### config.mk
export PLATFORM = sky130hd
export DESIGN_NAME = alu_arbiter
export DESIGN_NICKNAME = d
export VERILOG_FILES = /design/src/rtl/alu_arbiter.sv
export SDC_FILE = /design/constraint.sdc
export NUM_CORES = 1
export LEC_CHECK = 0
export CAP_MARGIN = 25
export CORE_MARGIN = 8
export CORE_UTILIZATION = 42
export DETAILED_ROUTE_END_ITERATION = 10
export PLACE_DENSITY = 0.88
export SYNTH_ARGS = -nofsm -noshare
export SYNTH_HDL_FRONTEND = slang
export SYNTH_SLANG_ARGS = --single-unit
export TNS_END_PERCENT = 20
### constraint.sdc
create_clock -name clk -period 9.6 [get_ports clk]
set_input_delay 1.92 -clock clk [delete_from_list [all_inputs] [get_ports clk]]
set_output_delay 1.92 -clock clk [all_outputs]
set_load 0.05 [all_outputs]
### src/rtl/alu_arbiter.sv
// Two-port round-robin front end for a single combinational ALU.
// Takes one operation at a time, executes it for one cycle and returns the result.
module alu_arbiter #(
  parameter int unsigned DATA_W  = 32,
  parameter int unsigned CTRL_W  = 5,
  parameter int unsigned SHAMT_W = 5
) (
  input  logic               clk,
  input  logic               rst,
  // requester 0 (core datapath)
  input  logic               req0_valid,
  output logic               req0_ready,
  input  logic [DATA_W-1:0]  req0_a,
  input  logic [DATA_W-1:0]  req0_b,
  input  logic [SHAMT_W-1:0] req0_shamt,
  input  logic [CTRL_W-1:0]  req0_ctrl,
  // requester 1 (auxiliary/debug engine)
  input  logic               req1_valid,
  output logic               req1_ready,
  input  logic [DATA_W-1:0]  req1_a,
  input  logic [DATA_W-1:0]  req1_b,
  input  logic [SHAMT_W-1:0] req1_shamt,
  input  logic [CTRL_W-1:0]  req1_ctrl,
  // responses
  output logic               rsp0_valid,
  input  logic               rsp0_ready,
  output logic [DATA_W-1:0]  rsp0_result,
  output logic               rsp0_zero,
  output logic               rsp1_valid,
  input  logic               rsp1_ready,
  output logic [DATA_W-1:0]  rsp1_result,
  output logic               rsp1_zero,
  // shared ALU
  output logic [DATA_W-1:0]  alu_a,
  output logic [DATA_W-1:0]  alu_b,
  output logic [SHAMT_W-1:0] alu_shamt,
  output logic [CTRL_W-1:0]  alu_ctrl,
  input  logic [DATA_W-1:0]  alu_result,
  input  logic               alu_zero,
  output logic               busy
);

  typedef enum logic [1:0] {
    ST_IDLE = 2'd0,
    ST_EXEC = 2'd1,
    ST_RESP = 2'd2
  } state_e;

  state_e               state_q, state_d;
  logic                 last_grant_q, last_grant_d;
  logic                 grant_id_q, grant_id_d;
  logic [DATA_W-1:0]    alu_a_q, alu_a_d;
  logic [DATA_W-1:0]    alu_b_q, alu_b_d;
  logic [SHAMT_W-1:0]   alu_shamt_q, alu_shamt_d;
  logic [CTRL_W-1:0]    alu_ctrl_q, alu_ctrl_d;
  logic                 rsp0_valid_q, rsp0_valid_d;
  logic [DATA_W-1:0]    rsp0_result_q, rsp0_result_d;
  logic                 rsp0_zero_q, rsp0_zero_d;
  logic                 rsp1_valid_q, rsp1_valid_d;
  logic [DATA_W-1:0]    rsp1_result_q, rsp1_result_d;
  logic                 rsp1_zero_q, rsp1_zero_d;
  logic                 busy_q, busy_d;
  logic                 grant0_c, grant1_c;

  // Round-robin pick in IDLE: on a tie the port not granted last time wins.
  always_comb begin
    grant0_c = 1'b0;
    grant1_c = 1'b0;
    if (state_q == ST_IDLE && !rst) begin
      if (req0_valid && (!req1_valid || last_grant_q)) begin
        grant0_c = 1'b1;
      end else if (req1_valid) begin
        grant1_c = 1'b1;
      end
    end
  end

  // Next-state and datapath update.
  always_comb begin
    state_d       = state_q;
    last_grant_d  = last_grant_q;
    grant_id_d    = grant_id_q;
    alu_a_d       = alu_a_q;
    alu_b_d       = alu_b_q;
    alu_shamt_d   = alu_shamt_q;
    alu_ctrl_d    = alu_ctrl_q;
    rsp0_valid_d  = rsp0_valid_q;
    rsp0_result_d = rsp0_result_q;
    rsp0_zero_d   = rsp0_zero_q;
    rsp1_valid_d  = rsp1_valid_q;
    rsp1_result_d = rsp1_result_q;
    rsp1_zero_d   = rsp1_zero_q;

    unique case (state_q)
      ST_IDLE: begin
        if (grant0_c) begin
          alu_a_d      = req0_a;
          alu_b_d      = req0_b;
          alu_shamt_d  = req0_shamt;
          alu_ctrl_d   = req0_ctrl;
          grant_id_d   = 1'b0;
          last_grant_d = 1'b0;
          state_d      = ST_EXEC;
        end else if (grant1_c) begin
          alu_a_d      = req1_a;
          alu_b_d      = req1_b;
          alu_shamt_d  = req1_shamt;
          alu_ctrl_d   = req1_ctrl;
          grant_id_d   = 1'b1;
          last_grant_d = 1'b1;
          state_d      = ST_EXEC;
        end
      end
      ST_EXEC: begin
        // ALU output is captured untouched, zero flag sense included.
        if (grant_id_q) begin
          rsp1_valid_d  = 1'b1;
          rsp1_result_d = alu_result;
          rsp1_zero_d   = alu_zero;
        end else begin
          rsp0_valid_d  = 1'b1;
          rsp0_result_d = alu_result;
          rsp0_zero_d   = alu_zero;
        end
        state_d = ST_RESP;
      end
      ST_RESP: begin
        if (grant_id_q && rsp1_ready) begin
          rsp1_valid_d = 1'b0;
          state_d      = ST_IDLE;
        end else if (!grant_id_q && rsp0_ready) begin
          rsp0_valid_d = 1'b0;
          state_d      = ST_IDLE;
        end
      end
      default: begin
        state_d = ST_IDLE;
      end
    endcase

    busy_d = (state_d != ST_IDLE);
  end

  always_ff @(posedge clk or posedge rst) begin
    if (rst) begin
      state_q       <= ST_IDLE;
      last_grant_q  <= 1'b1;
      grant_id_q    <= 1'b0;
      alu_a_q       <= '0;
      alu_b_q       <= '0;
      alu_shamt_q   <= '0;
      alu_ctrl_q    <= '0;
      rsp0_valid_q  <= 1'b0;
      rsp0_result_q <= '0;
      rsp0_zero_q   <= 1'b0;
      rsp1_valid_q  <= 1'b0;
      rsp1_result_q <= '0;
      rsp1_zero_q   <= 1'b0;
      busy_q        <= 1'b0;
    end else begin
      state_q       <= state_d;
      last_grant_q  <= last_grant_d;
      grant_id_q    <= grant_id_d;
      alu_a_q       <= alu_a_d;
      alu_b_q       <= alu_b_d;
      alu_shamt_q   <= alu_shamt_d;
      alu_ctrl_q    <= alu_ctrl_d;
      rsp0_valid_q  <= rsp0_valid_d;
      rsp0_result_q <= rsp0_result_d;
      rsp0_zero_q   <= rsp0_zero_d;
      rsp1_valid_q  <= rsp1_valid_d;
      rsp1_result_q <= rsp1_result_d;
      rsp1_zero_q   <= rsp1_zero_d;
      busy_q        <= busy_d;
    end
  end

  assign req0_ready  = grant0_c;
  assign req1_ready  = grant1_c;
  assign rsp0_valid  = rsp0_valid_q;
  assign rsp0_result = rsp0_result_q;
  assign rsp0_zero   = rsp0_zero_q;
  assign rsp1_valid  = rsp1_valid_q;
  assign rsp1_result = rsp1_result_q;
  assign rsp1_zero   = rsp1_zero_q;
  assign alu_a       = alu_a_q;
  assign alu_b       = alu_b_q;
  assign alu_shamt   = alu_shamt_q;
  assign alu_ctrl    = alu_ctrl_q;
  assign busy        = busy_q;

endmodule

==> flow_summary.toml <==
[cells_and_area]
syn2layout_area_growth_pct = 63.1
most-common-layout-cells = "331 x clkdlybuf4s50_1, 146 x dfrtp_1, 74 x and3_1, 74 x a221o_1, 48 x mux2_2"
fillers = 988
total_number_of_nets_in_the_final_design = 948
final_layout_size_suffix_gt1_frac = 0.116
antenna-diode-count = 0
design_area_mm2 = 0.0101
commonest_non_fill_non_tap_cell_in_the_layout = "clkdlybuf4s50_1"

[logic_synthesis]
asyncSetResetFlopFracSynth = 1.00
ys_seq_area_frac = 0.594
postSynthAreaPerCell_um2 = 14.1
mappedNetlistArea_mm2 = 0.00620
synth.ff_latch_count = 147
yosys_warnings = 0
synth_cell_type_count = 33
post_syn_nets = 631
synth-main-ff-cell = "dfrtp_1"
number_of_enable_type_register_cells_in_the_synthesized_netlist = 0
synth_cells = 440

[timing]
grt_setup_unrepaired = "false"
timing.final.max_slew_violations = 0
finalCriticalPeriod_ps = 6260
max_freq_mhz = 160
period_share = 0.652
setup-violations-final = 0
hold_viol_final = 0
finalSetupTns_ps = 0
worst_slew_pin_slew_ps = 869
worst_setup_skew_after_layout_ps = 6.54
max-slew-margin-rel = 0.420

[cts]
ctsHoldBuffers = 0
postCtsResizedCells = 0
cts-buffers-inserted = 17
cts_tree = "yes"
cts_num_sinks = 147
cts_setup_buffers = 0
cts-root-to-sink-buffers = 2
cts.root.buffer_cell = "clkbuf_16"
clk-insertion-delay-late_ps = 410
path_clk_slew_ps = 60
cts_max_level = 4

[worst_setup_path]
rrSetupSlack_ps = 7210
regToRegEndpoint = "alu_b[9]$_DFFE_PP0P_"
setup.worst_path.class = "input pin to primary output"
required_arrival_time_at_the_worst_endpoint_ps = 7680
critical_path.reg2reg.startpoint = "state_q[0]$_DFF_PP0_"
worstPathCellList = "clkdlybuf4s50_1, and3b_4, and2_1, clkdlybuf4s50_1"
crit_top_cell = "clkdlybuf4s50_1"
worstPathBufferInverterCount = 2
slowest_stage = "and3b_4"
cpLargestDelayFamily = "buffers and inverters"
rr_worst_depth = 6
peak_per_stage_delay_on_the_critical_path_ps = 820
cp-start-kind = "input pin"
cp_data_arrival_time_ps = 4340
critical_path.max_fanout = 76
timing.critical_path.to_type = "primary output"

[global_route]
global_route_wire_length_before_repair_um = 31100
grt_pass1_vias = 5787
gr-usage-all-layers = 0.213
grt_overflow_total = 0
pin_count_of_the_biggest_net_entering_global_routing = 99
grt_antenna_before_repair = 0

[min_path]
worst_hold_path.num_cells = 1
worstHoldEndpoint = "rsp0_result[9]$_DFFE_PP0P_"
worst_hold_startpoint = "rsp0_result[9]$_DFFE_PP0P_"
timing.hold.worst.class = "flop to flop"

[die]
die_area_mm2 = 0.0189
die_w_um = 137
core-area_mm2 = 0.0145
fp-row-count = 44
die-height_um = 137
floorplan.initialDensity = 0.428
count_of_pins_on_the_block_boundary = 332

[routing]
post-route-drc-count = 0
antenna_violating_nets_post_route = 0
detailedRoute.firstIterationViolations = 242
drt_pre_antenna_iters = 5
route.final.wire_length_um = 20900
avgViaCountPerCell = 5.47
detail_route.wl_per_cell_um = 21.9
vias = 5210

[outcome]
run_status = "completed"

[pwr]
cellPowerDensity_mw_per_mm2 = 408
p_leak_uw = 0.00446
overall_power_of_the_completed_layout_uw = 4120
max-vdd-ir-drop_uv = 198

[place]
buffer_ports.inserted = 331
gp_routability_congestion = 0.828
detailed_place.area_mm2 = 0.00950
dpl.hpwl_um = 15300

[job]
max_cap_check_violation_count = 0
-- stage by stage --
stage                     hold WS (ps)  cells  worst slack (ps)   util
after CTS                          489    952              3350  0.696
final                              484    953              3340  0.698
after global routing               509    953              3240  0.698
after detailed placement           476    921              3340  0.656
after global placement             467    920              3400  0.655
after floorplan                    477    440              3310      -
-- power breakdown --
| group | internal [uW] | switching [uW] |
|---|---|---|
| Clock | 402 | 248 |
| Combinational | 869 | 1490 |
| Sequential | 927 | 186 |
| Total | 2200 | 1920 |
-- cells in the mapped netlist, types with 2 or more instances --
cell type  instances  area share
dfrtp_1          146        0.59
buf_2              7      0.0057
inv_1              6      0.0036
buf_6             13       0.024
o21ai_0            2      0.0016
mux2_1            18       0.033
o211ai_1           2      0.0024
a21oi_1            3      0.0024
buf_4             13       0.016
mux2_2            48       0.087
ha_1               4      0.0081
nand2b_1           3      0.0030
nand2_1            3      0.0018
clkbuf_1           6      0.0036
nor2_1             2      0.0012
and3_1            74       0.075
a221o_1           74        0.12
-- routing by layer --
layer / vias to the layer above / GRT usage / wire [um] / share of wire
met2: 261 / 0.354 / 10100 / 0.48
met4: 0 / 0.0911 / 654 / 0.031
li1: 2334 / - / - / -
met5: - / 0 / 0 / 0
met1: 2574 / 0.240 / 8120 / 0.39
met3: 41 / 0.0806 / 2060 / 0.099
-- area by class of cell --
class                      instances  area (um2)  area share
clock buffer                      23         478      0.0473
multi-input combinational        248        2210       0.218
tap                              184         230      0.0228
clock inverter                     8         100     0.00990
timing repair buffer             337        3390       0.335
sequential                       147        3680       0.364
inverter                           6        27.5     0.00272
-- cells by family after synthesis --
logic type,count (synthesis),share of synthesized area
flops,147,0.594
mux,67,0.122
compound gates,88,0.135
simple gates,89,0.0890
fa+ha+maj,4,0.00807
buf+inv,45,0.0523
-- worst reg2reg max path, stage by stage, from the launching register on --
cell	delay (ps)
dfrtp_1	410
inv_1	170
ha_1	360
nand3b_1	230
a21oi_4	180
buf_4	630
a221o_1	340
-- how the worst max path moves through the flow --
stage / startpoint / endpoint / slack, ps / depth (start not counted)
finish: rst / req0_ready / 3340 / 4
global route: rst / req0_ready / 3240 / 4
CTS: rst / req0_ready / 3350 / 4
detailed placement: req1_valid / req0_ready / 3340 / 4
global placement: rst / req0_ready / 3400 / 4
floorplan: rst / alu_a[19]$_DFFE_PP0P_ / 3310 / 5
-- sequential cells by signal, summed over array words and instances (netlist names) --
name / flops
rsp1_valid: 1
grant_id_q: 1
rsp1_result: 32
last_grant_q: 1
rsp0_zero: 1
rsp0_result: 32
busy: 1
alu_shamt: 5
alu_a: 32
alu_ctrl: 5
rsp1_zero: 1
state_q: 2
alu_b: 32
rsp0_valid: 1
(Power assumes the default switching activity.)
